`config.mk`:
```
export PLATFORM = sky130hd
export DESIGN_NAME = mul_arbiter
export DESIGN_NICKNAME = d
export VERILOG_FILES = /design/src/rtl/mul_arbiter.sv
export SDC_FILE = /design/constraint.sdc
export NUM_CORES = 1
export LEC_CHECK = 0
export CAP_MARGIN = 10
export CORE_MARGIN = 1.5
export CORE_UTILIZATION = 25
export CTS_CLUSTER_DIAMETER = 120
export CTS_CLUSTER_SIZE = 8
export DETAILED_ROUTE_END_ITERATION = 10
export GPL_TIMING_DRIVEN = 0
export PLACE_DENSITY = 0.45
export SYNTH_ARGS = -nofsm -noshare
export SYNTH_HDL_FRONTEND = slang
export SYNTH_SLANG_ARGS = --single-unit
export TNS_END_PERCENT = 100
```
`constraint.sdc`:
```
create_clock -name clk -period 6.3 [get_ports clk]
set_input_delay 1.26 -clock clk [delete_from_list [all_inputs] [get_ports clk]]
set_output_delay 1.26 -clock clk [all_outputs]
set_load 0.01 [all_outputs]
```
`src/rtl/mul_arbiter.sv`:
```
// Two-requester round-robin front end for one shared 16x16 multiplier.
// One operation in flight; result registered on entry to DONE.
module mul_arbiter #(
    parameter int MUL_LAT = 3
) (
    input  logic        clk,
    input  logic        rst,
    input  logic [1:0]  req,
    input  logic [15:0] op_a0,
    input  logic [15:0] op_b0,
    input  logic [15:0] op_a1,
    input  logic [15:0] op_b1,
    input  logic [1:0]  sgn,
    output logic [1:0]  gnt,
    output logic [1:0]  rsp_vld,
    output logic [15:0] rsp_lo,
    output logic [15:0] rsp_hi,
    output logic        busy
);

    typedef enum logic [1:0] {
        S_IDLE,
        S_BUSY,
        S_DONE
    } state_e;

    localparam logic [3:0] LAT = 4'(MUL_LAT);

    state_e      state_q, state_d;
    logic [3:0]  cnt_q, cnt_d;
    logic        ptr_q, ptr_d;
    logic        own_q, own_d;
    logic [15:0] a_q, a_d;
    logic [15:0] b_q, b_d;
    logic        sgn_q, sgn_d;
    logic [1:0]  vld_q, vld_d;
    logic [15:0] lo_q, lo_d;
    logic [15:0] hi_q, hi_d;

    logic [31:0] ext_a;
    logic [31:0] ext_b;
    logic [31:0] prod;

    // On a tie the requester that was not granted last wins.
    always_comb begin
        gnt = 2'b00;
        if (!rst && state_q != S_BUSY) begin
            case (req)
                2'b01:   gnt = 2'b01;
                2'b10:   gnt = 2'b10;
                2'b11:   gnt = ptr_q ? 2'b01 : 2'b10;
                default: gnt = 2'b00;
            endcase
        end
    end

    always_comb begin
        ext_a = sgn_q ? {{16{a_q[15]}}, a_q} : {16'h0000, a_q};
        ext_b = sgn_q ? {{16{b_q[15]}}, b_q} : {16'h0000, b_q};
        prod  = ext_a * ext_b;
    end

    always_comb begin
        state_d = state_q;
        cnt_d   = cnt_q;
        ptr_d   = ptr_q;
        own_d   = own_q;
        a_d     = a_q;
        b_d     = b_q;
        sgn_d   = sgn_q;
        vld_d   = 2'b00;
        lo_d    = lo_q;
        hi_d    = hi_q;

        case (state_q)
            S_BUSY: begin
                if (cnt_q == LAT) begin
                    state_d = S_DONE;
                    cnt_d   = 4'd0;
                    vld_d   = own_q ? 2'b10 : 2'b01;
                    lo_d    = prod[15:0];
                    hi_d    = prod[31:16];
                end else begin
                    cnt_d = cnt_q + 4'd1;
                end
            end
            S_DONE: begin
                state_d = S_IDLE;
                cnt_d   = 4'd0;
            end
            default: begin
                state_d = S_IDLE;
            end
        endcase

        // A grant overrides the DONE->IDLE return for back-to-back work.
        if (gnt != 2'b00) begin
            state_d = S_BUSY;
            cnt_d   = 4'd1;
            own_d   = gnt[1];
            ptr_d   = gnt[1];
            a_d     = gnt[1] ? op_a1 : op_a0;
            b_d     = gnt[1] ? op_b1 : op_b0;
            sgn_d   = gnt[1] ? sgn[1] : sgn[0];
        end
    end

    always_ff @(posedge clk) begin
        if (rst) begin
            state_q <= S_IDLE;
            cnt_q   <= 4'd0;
            ptr_q   <= 1'b1;
            own_q   <= 1'b0;
            a_q     <= 16'h0000;
            b_q     <= 16'h0000;
            sgn_q   <= 1'b0;
            vld_q   <= 2'b00;
            lo_q    <= 16'h0000;
            hi_q    <= 16'h0000;
        end else begin
            state_q <= state_d;
            cnt_q   <= cnt_d;
            ptr_q   <= ptr_d;
            own_q   <= own_d;
            a_q     <= a_d;
            b_q     <= b_d;
            sgn_q   <= sgn_d;
            vld_q   <= vld_d;
            lo_q    <= lo_d;
            hi_q    <= hi_d;
        end
    end

    assign rsp_vld = vld_q;
    assign rsp_lo  = lo_q;
    assign rsp_hi  = hi_q;
    assign busy    = (state_q != S_IDLE);

endmodule

```
==> results of run 1 <==
[logic make-up (layout without fill, tap and decap cells)]
kind of cell	after synthesis	in the layout	synth area share [%]
buffers and inverters	403	617	9.73
muxes	2	2	0.127
xor gates and xnor gates	58	58	3.28
and+or+nand+nor	526	526	16.7
DFF	75	75	9.55
AOI/OAI and AO/OA	165	165	7.41
adders and majority gates	466	466	53.2
[worst paths after layout]
kind	to	slack, ps	cells after the start
hold reg to reg	rsp_lo[2]$_SDFFE_PP0P_	460	2
hold / removal	rsp_lo[2]$_SDFFE_PP0P_	460	2
setup reg to reg	rsp_hi[15]$_SDFFE_PP0P_	-640	21
setup / recovery	rsp_hi[15]$_SDFFE_PP0P_	-640	21
[flip-flops by register name (all words and copies together), names as in the netlist]
signal / cells
a_q: 16
state_q: 2
ptr_q: 1
rsp_hi: 16
rsp_vld: 2
sgn_q: 1
own_q: 1
b_q: 16
rsp_lo: 16
cnt_q: 4
[synthesized netlist by cell type, types with 2 or more instances]
| library cell | number | area, um2 |
|---|---|---|
| sky130_fd_sc_hd__a31o_2 | 3 | 26.3 |
| sky130_fd_sc_hd__xnor2_1 | 48 | 420 |
| sky130_fd_sc_hd__or3_1 | 3 | 18.8 |
| sky130_fd_sc_hd__nand4b_1 | 2 | 17.5 |
| sky130_fd_sc_hd__a211oi_1 | 7 | 52.6 |
| sky130_fd_sc_hd__a21oi_1 | 50 | 250 |
| sky130_fd_sc_hd__a211o_1 | 2 | 17.5 |
| sky130_fd_sc_hd__nand2_1 | 203 | 762 |
| sky130_fd_sc_hd__nor2_1 | 61 | 229 |
| sky130_fd_sc_hd__o21bai_1 | 5 | 37.5 |
| sky130_fd_sc_hd__clkbuf_1 | 77 | 289 |
| sky130_fd_sc_hd__nand4_1 | 4 | 25.0 |
| sky130_fd_sc_hd__and3_1 | 24 | 150 |
| sky130_fd_sc_hd__a22o_1 | 6 | 52.6 |
| sky130_fd_sc_hd__buf_1 | 2 | 7.51 |
| sky130_fd_sc_hd__nand3b_1 | 2 | 15.0 |
| sky130_fd_sc_hd__o211ai_1 | 3 | 22.5 |
| sky130_fd_sc_hd__fa_1 | 338 | 6770 |
| sky130_fd_sc_hd__a32oi_1 | 2 | 17.5 |
| sky130_fd_sc_hd__o21ai_0 | 10 | 50.1 |
| sky130_fd_sc_hd__o21a_1 | 4 | 30.0 |
| sky130_fd_sc_hd__mux2i_1 | 2 | 20.0 |
| sky130_fd_sc_hd__xor2_1 | 9 | 78.8 |
| sky130_fd_sc_hd__a311oi_1 | 35 | 307 |
| sky130_fd_sc_hd__buf_6 | 2 | 22.5 |
| sky130_fd_sc_hd__nor2b_1 | 6 | 37.5 |
| sky130_fd_sc_hd__ha_1 | 128 | 1600 |
| sky130_fd_sc_hd__inv_1 | 319 | 1200 |
| sky130_fd_sc_hd__a21o_1 | 21 | 158 |
| sky130_fd_sc_hd__nand2b_1 | 5 | 31.3 |
| sky130_fd_sc_hd__nand3_1 | 14 | 70.1 |
| sky130_fd_sc_hd__and2_1 | 185 | 1160 |
| sky130_fd_sc_hd__nor3_1 | 9 | 45.0 |
| sky130_fd_sc_hd__dfxtp_1 | 75 | 1500 |
| sky130_fd_sc_hd__or2_2 | 2 | 12.5 |
| sky130_fd_sc_hd__a31oi_1 | 8 | 50.1 |
[metal layers]
metal  GRT usage (%)  up-vias  share of wire (%)  routed length (um)
met4            6.07        0                4.0                2220
met2            29.4      273                 48               26500
met5               0        -                  0                   0
met1            24.0     6391                 44               24400
met3            2.34       66                3.8                2100
li1                -     5629                  -                   -
[repair_timing]
item                                   in CTS  in global routing
endpoints found under the hold margin       0                  0
pin swaps                                  77                116
gates resized for setup                   208                137
setup buffers                              63                 32
setup endpoints to repair                  22                 19
hold buffers                                0                  0
gates cloned                                0                  2
[worst max-delay path, cell delays in order (launching register included)]
cell	delay [ps]
sky130_fd_sc_hd__dfxtp_4	390
sky130_fd_sc_hd__clkbuf_16	160
sky130_fd_sc_hd__and3_4	190
sky130_fd_sc_hd__inv_2	40
sky130_fd_sc_hd__fa_2	550
sky130_fd_sc_hd__fa_2	470
sky130_fd_sc_hd__fa_2	730
sky130_fd_sc_hd__inv_6	100
sky130_fd_sc_hd__fa_2	650
sky130_fd_sc_hd__fa_1	470
sky130_fd_sc_hd__fa_1	570
sky130_fd_sc_hd__fa_1	440
sky130_fd_sc_hd__fa_1	540
sky130_fd_sc_hd__ha_1	300
sky130_fd_sc_hd__clkbuf_4	180
sky130_fd_sc_hd__nand3_1	90
sky130_fd_sc_hd__a21oi_2	130
sky130_fd_sc_hd__a21oi_1	70
sky130_fd_sc_hd__a21bo_2	210
sky130_fd_sc_hd__a31oi_4	40
sky130_fd_sc_hd__or4_1	470
sky130_fd_sc_hd__nand3_1	80
[through the flow]
| step | power [mW] | cells |
|---|---|---|
| 3_5_place_dp | 1.96 | 2638 |
| 6_report | 2.90 | 2746 |
| 3_3_place_gp | 1.97 | 2638 |
| 4_1_cts | 2.73 | 2716 |
| 2_1_floorplan | 1.45 | 1695 |
| 5_1_grt | 3.11 | 2746 |
[final cells by class]
type / count / area (um2)
multi-input cells: 1217 / 13600
well taps: 837 / 1050
clock inverters: 4 / 33.8
flip-flops and latches: 75 / 1580
plain buffers: 79 / 800
inverters: 321 / 1210
fillers: 6491 / 41500
repair buffers: 201 / 1900
clock buffers: 12 / 246
[power by group through the flow]
stage,Clock [mW],Sequential (mW),Combinational [mW]
finish,0.500,0.551,1.85
global route,0.533,0.552,2.02
CTS,0.512,0.549,1.67
detailed placement,0,0.561,1.40
global placement,0,0.561,1.41
floorplan,0,0.525,0.928
==> run summary, run 1 <==
The post-synth net total is between 2,000 and 2,500. The final worst setup slack came out at -639 ps. The global-route wire length before repair came out at 85,100 um.

The flow ran to the end, but the final reports show violations. The startpoint identified for the worst register-to-register timing path is sgn_q$_SDFFE_PP0P_. After routing, the total negative slack on setup checks comes to -5730 ps. The deepest level of the CTS H-tree is 3. The top cell types in the final layout, fill and taps aside, are sky130_fd_sc_hd__fa_1, sky130_fd_sc_hd__inv_1, sky130_fd_sc_hd__nand2_1. The number of DRC markers after the initial detailed-route iteration is around 490.

The area inside the core boundary came out at between 0.06 and 0.07 mm2. The clock transition at the registers of the reported paths came out at 60 ps. Global routing consumed, over all layers together, 17.8% of the routing resources. The largest fanout on the critical path is 7. The data required time of the critical path is about 6600 ps. The share of total power dissipated in sequential elements is a little under a fifth. The worst hold path belongs to the class reg2reg. The full die area came out at roughly 0.064 mm2. The CTS buffer count came out at 9. The clock latency on the worst-skew pair came out at around 350 ps. The async set-or-reset flop fraction in the synthesized netlist came out at 0%. For the finished layout, the period the worst path requires is a little under 7000 ps. The number of warnings printed during yosys synthesis is 0. The internal power summed over all cells is roughly 1.6 mW.

The final-report hold violation count was 0. The count of mapped cells out of synthesis came out at 1,695. Each instance of the synthesized netlist takes up on average 9.28 um2.

From left edge to right edge, the die measures ~250 um. The prevailing post-synth register cell is sky130_fd_sc_hd__dfxtp_1. The initial antenna violation count came out at 2. 0 antenna diodes ended up in the layout. The instance area at placement is 0.0181 mm2. The initial utilization of the core area, before any placement, comes to 25.4%.

The transition time at the pin with the least slew margin is just over 800 ps. The clock sink count came out at 75. After global routing the overflow that remains totals 0. CTS placed an instance of sky130_fd_sc_hd__clkbuf_16 at the clock tree root. Measured against its own limit, the worst slew margin works out to a little under half. The library cell used most frequently in the layout, excluding fill and tap cells, is sky130_fd_sc_hd__fa_1. The worst setup path is captured at a flip-flop. The worst setup path is of the reg2reg kind. The fraction of power spent switching nets came out at about 44%. The number of distinct library cells after synthesis came out at 55.

The pin count of the biggest net entering global routing came out at 14. The critical path arrival came out at about 7200 ps. The total via count after detailed routing came out at around 12,000. Cells fill around 33% of the core in the end. The clock tree buffer depth came out at 2. The post-synthesis instance area came out at between 0.015 and 0.02 mm2.

The post-route worst hold slack came out at 460 ps. The critical hold path startpoint is rsp_lo[2]$_SDFFE_PP0P_. The floorplan has slightly above 90 rows.

The I/O pin count came out at 107. The critical path startpoint category is a flip-flop. The share of the cycle needed by the critical path after routing came out at 110%. The maximum clock frequency came out at 144 MHz.

The first-pass detailed-route iteration total is 5. Of the cells placed in the final design, the portion with a size suffix greater than 1 is between 10% and 20%. In this run, synthesis inferred 0 flip-flops with an integrated enable. After synthesis the netlist holds a flip-flop and latch count of 75. The count of unresolved DRC violations after routing is 0. The post-route standard cell area excluding fillers is just over 0.02 mm2.

The max-slew violation count came out at 0. The sum of routed wire length over all layers came out at between 50,000 and 60,000 um. The vias per cell is about 4.5. The static leakage power is roughly 9.5 nW. The worst IR drop on VDD is 0.137 mV.

The final setup violation count came out at 12. The ratio of total power to cell area came out at 142 mW/mm2. The via count of the first global-routing pass is about 14,000. The switching power of the nets is roughly 1.3 mW. The number of maximum-capacitance constraint violations came out at 0. The die height is roughly 250 um. Setup repair after global routing could not meet its margin everywhere. The critical path starts at sgn_q$_SDFFE_PP0P_. The combinational share of power came out at between 60% and 70%.

The layout overhead on the synthesized area came out at 30.1%. The worst-case setup slack after placement is -1620 ps. The post-DP HPWL came out at 44,900 um. The count of buffers added on input and output ports is ~110. The layout net count came out at 2,440.

After synthesis, flip-flops and latches occupy under 10% of the total area. The setup skew after layout came out at about 13 ps. The clock network burns approximately 17% of the power. The routed wirelength normalized by instance count is ~20 um.

TritonCTS built the clock tree. The number of nets with antenna violations after routing came out at 0. The final reports fail on negative setup slack. At the end of routability-driven placement, the weighted congestion stood at 0.841.
(Power assumes the default switching activity.)
==> inputs of run 2 (changes only) <==
Settings changed: ABC_CLOCK_PERIOD_IN_PS from default to 6300, HOLD_SLACK_MARGIN from default to 0.06.
==> results of run 2 <==
Final layout, timing and power as in run 1 (identical DEF).
==> inputs of run 3 (changes only) <==
Settings changed: CORE_MARGIN 1.5 to 5.
==> run summary, run 3 (synthesis gave the netlist of run 1 again) <==
The max-slew violation count came out at 0 (unchanged). The capturing element type of the critical path is a flip-flop (unchanged). The power consumption is 2.93 mW (was 2.90 mW). The worst reg-to-reg path cell count is 21 (unchanged). The via count of the first global-routing pass came out at 13,500 (was 13,800).

The kind of critical path was reg2reg (unchanged). The clock tree buffer depth was 2 (unchanged). The all-layer global routing usage came to 16.5% (was 17.8%). The share of the cycle needed by the critical path after routing came to 110% (about the same). The slack of the worst reg-to-reg path came to -650 ps (was -640 ps). The most numerous cell type found on the critical path is sky130_fd_sc_hd__fa_1. The area inside the core boundary came out at 0.0627 mm2 (was 0.0619 mm2). The number of stages on the worst setup path came out at 21 (unchanged).

The clock latency on the worst-skew pair came out at 350 ps (about the same). The clock root buffer was sky130_fd_sc_hd__clkbuf_16 (unchanged). The leading cell type in the layout, fill and taps excluded is sky130_fd_sc_hd__fa_1 (unchanged). The die height came out at 261 um (was 254 um). The clock sink count came out at 75 (unchanged).

The area taken by flip-flops and latches is 0.00159 mm2 (was 0.00158 mm2). The headroom to the max-slew limit came out at 38.8% (was 45.9%). The data required time of the critical path is 6590 ps (about the same). The initial antenna violation count came out at 0 (was 2). The area of the multi-input gates is 0.0137 mm2 (was 0.0136 mm2). The I/O pin count came out at 107 (unchanged). The sum of routed wire length over all layers came out at 55,600 um (was 55,200 um). The end of the worst register-to-register path is rsp_hi[15]$_SDFFE_PP0P_ (unchanged). The ratio of total power to cell area came out at 142 mW/mm2 (about the same). The full die area came out at 0.0680 mm2 (was 0.0644 mm2). Top library cells by usage in the layout, fill and taps aside: sky130_fd_sc_hd__fa_1, sky130_fd_sc_hd__inv_1, sky130_fd_sc_hd__nand2_1 (unchanged).

The setup skew after layout is 12.2 ps (was 13.2 ps). The class of the most critical hold timing path is reg2reg (unchanged). The accumulated negative setup slack came out at -5580 ps (was -5730 ps). The transition time at the pin with the least slew margin is 914 ps (was 808 ps). The routed wirelength normalized by instance count is 20.2 um (was 20.1 um). The number of DRC markers after the initial detailed-route iteration came to 658 (was 491). The first-pass detailed-route iteration total is 5 (unchanged). The critical path arrival is 7240 ps (was 7230 ps). The count of unresolved DRC violations after routing is 0 (unchanged). Chain of cells forming the critical path: clkbuf_16 -> and3_4 -> inv_2 -> fa_1 -> fa_1 -> fa_2 -> clkinv_4 -> fa_2 -> fa_1 -> fa_1 -> fa_1 -> fa_1 -> ha_4 -> a21o_1 -> a21oi_4 -> a21oi_2 -> a21oi_1 -> a21bo_2 -> a31oi_2 -> or4_1 -> nand3_1 (was clkbuf_16 -> and3_4 -> inv_2 -> fa_2 -> fa_2 -> fa_2 -> inv_6 -> fa_2 -> fa_1 -> fa_1 -> fa_1 -> fa_1 -> ha_1 -> clkbuf_4 -> nand3_1 -> a21oi_2 -> a21oi_1 -> a21bo_2 -> a31oi_4 -> or4_1 -> nand3_1).

The post-DP HPWL came out at 45,300 um (was 44,900 um). Status: finished with violations (unchanged). The largest fanout on the critical path came out at 6 (was 7). The final cell utilization of the core is 32.8% (was 33.0%). The start of the worst register-to-register path is a_q[15]$_SDFFE_PP0P_ (was sgn_q$_SDFFE_PP0P_).

The maximum clock frequency was 144 MHz (about the same). The minimum clock period was 6950 ps (was 6940 ps). The layout net count came out at 2,437 (was 2,440). The global-route wire length before repair was 85,200 um (was 85,100 um). The pin count of the biggest net entering global routing came out at 13 (was 14).

The final setup violation count is 12 (unchanged). The last weighted congestion value of the routability-driven placer came out at 0.829 (was 0.841). The clock tree from TritonCTS is done (unchanged). The layout overhead on the synthesized area came out at 30.8% (was 30.1%). The critical-path cell with the highest stage delay is sky130_fd_sc_hd__fa_2 (unchanged). Failing checks: negative setup slack (unchanged). The CTS buffer count came out at 9 (unchanged). The vias per cell is 4.46 (was 4.50). The overall die width was 261 um (was 254 um). The largest stage delay on the critical path came out at 710 ps (was 730 ps). The total global routing overflow was 0 (unchanged).

The number of fill cells in the layout came to 6,481 (was 6,491). The cell count after placement is 2,647 (was 2,638). The final worst setup slack came out at -649 ps (was -639 ps). The final-report hold violation count came to 0 (unchanged). The number of buffers inserted for hold repair after clock tree synthesis is 0 (unchanged). The static leakage power came out at 9.50 nW (was 9.46 nW). The initial cell density of the core was 25.1% (was 25.4%). The timing endpoint of the critical path is rsp_hi[15]$_SDFFE_PP0P_ (unchanged). The fraction of layout instances using a drive strength above 1 came to 18.8% (about the same).

The worst IR drop on VDD is 0.151 mV (was 0.137 mV). The deepest level of the CTS H-tree is 3 (unchanged). The launching element of the worst setup path was a_q[15]$_SDFFE_PP0P_ (was sgn_q$_SDFFE_PP0P_).

The number of maximum-capacitance constraint violations is 0 (unchanged). The number of core rows is 92 (was 91). Unrepaired setup endpoints after global routing: yes (unchanged).

The clock transition at the registers of the reported paths is 60 ps (about the same). The count of input and output buffers came out at 106 (unchanged). The total via count after detailed routing is 12,300 (was 12,400). The critical path startpoint category is a flip-flop (unchanged). The kind of cell adding the most delay to the critical path is adder cells (unchanged).

The post-route worst hold slack was 454 ps (was 460 ps). The number of nets with antenna violations after routing came out at 0 (unchanged). The final cell count without fillers is 2,752 (was 2,746). The number of buffers and inverters on the critical path came out at 3 (was 4).
run 3: power breakdown:
part,switching (mW),total (mW),internal [mW]
combinational,0.999,1.86,0.863
sequential,0.0538,0.550,0.497
clock,0.213,0.514,0.302
total,1.27,2.93,1.66
run 3: worst register-to-register path: cells and delay by family (launching register included):
kind / cells / cell delay (ps)
adder cells (fa/ha/maj): 9 / 4730
AND/OR/NAND/NOR: 3 / 750
AO/OA/AOI/OAI: 6 / 700
flip-flops: 1 / 390
buffers and inverters: 3 / 350
run 3: final cells by class:
cell class | instances | area share (%)
Multi-Input combinational cell | 1217 | 66.7
Timing Repair Buffer | 199 | 9.26
Sequential cell | 75 | 7.71
Inverter | 321 | 5.91
Tap cell | 846 | 5.15
Buffer | 78 | 3.92
Clock buffer | 9 | 1.10
Clock inverter | 5 | 0.274
Antenna cell | 2 | 0.0243
run 3: stage by stage:
step                      area (um2)  setup WS [ps]
after global placement         18100          -1720
after CTS                      19800           -615
after global routing           20600           -828
after floorplan                16000          -92.4
after detailed placement       18100          -1580
final                          20600           -649
run 3: per-layer routing:
layer  share of wire, %  global-route usage (%)
met5                  0                       0
met4                1.5                    2.49
met3                3.3                    1.27
met2                 51                    28.7
met1                 45                    22.9
run 3: worst min-delay path by stage:
stage | from | endpoint | slack, ps | cells past startpoint
after floorplan | own_q$_SDFFE_PP0P_ | rsp_vld[0]$_SDFF_PP0_ | 420 | 1
after global placement | own_q$_SDFFE_PP0P_ | rsp_vld[0]$_SDFF_PP0_ | 450 | 1
after detailed placement | own_q$_SDFFE_PP0P_ | rsp_vld[0]$_SDFF_PP0_ | 440 | 1
after CTS | rsp_lo[3]$_SDFFE_PP0P_ | rsp_lo[3]$_SDFFE_PP0P_ | 460 | 2
after global routing | rsp_lo[2]$_SDFFE_PP0P_ | rsp_lo[2]$_SDFFE_PP0P_ | 480 | 2
final | rsp_lo[3]$_SDFFE_PP0P_ | rsp_lo[3]$_SDFFE_PP0P_ | 450 | 2
run 3: repair_timing:
| item | 4_1_cts | 5_1_grt |
|---|---|---|
| setup buffers | 62 | 31 |
| gates resized for setup | 220 | 125 |
| gates cloned | 0 | 3 |
| setup endpoints to repair | 22 | 19 |
| pin swaps | 93 | 105 |
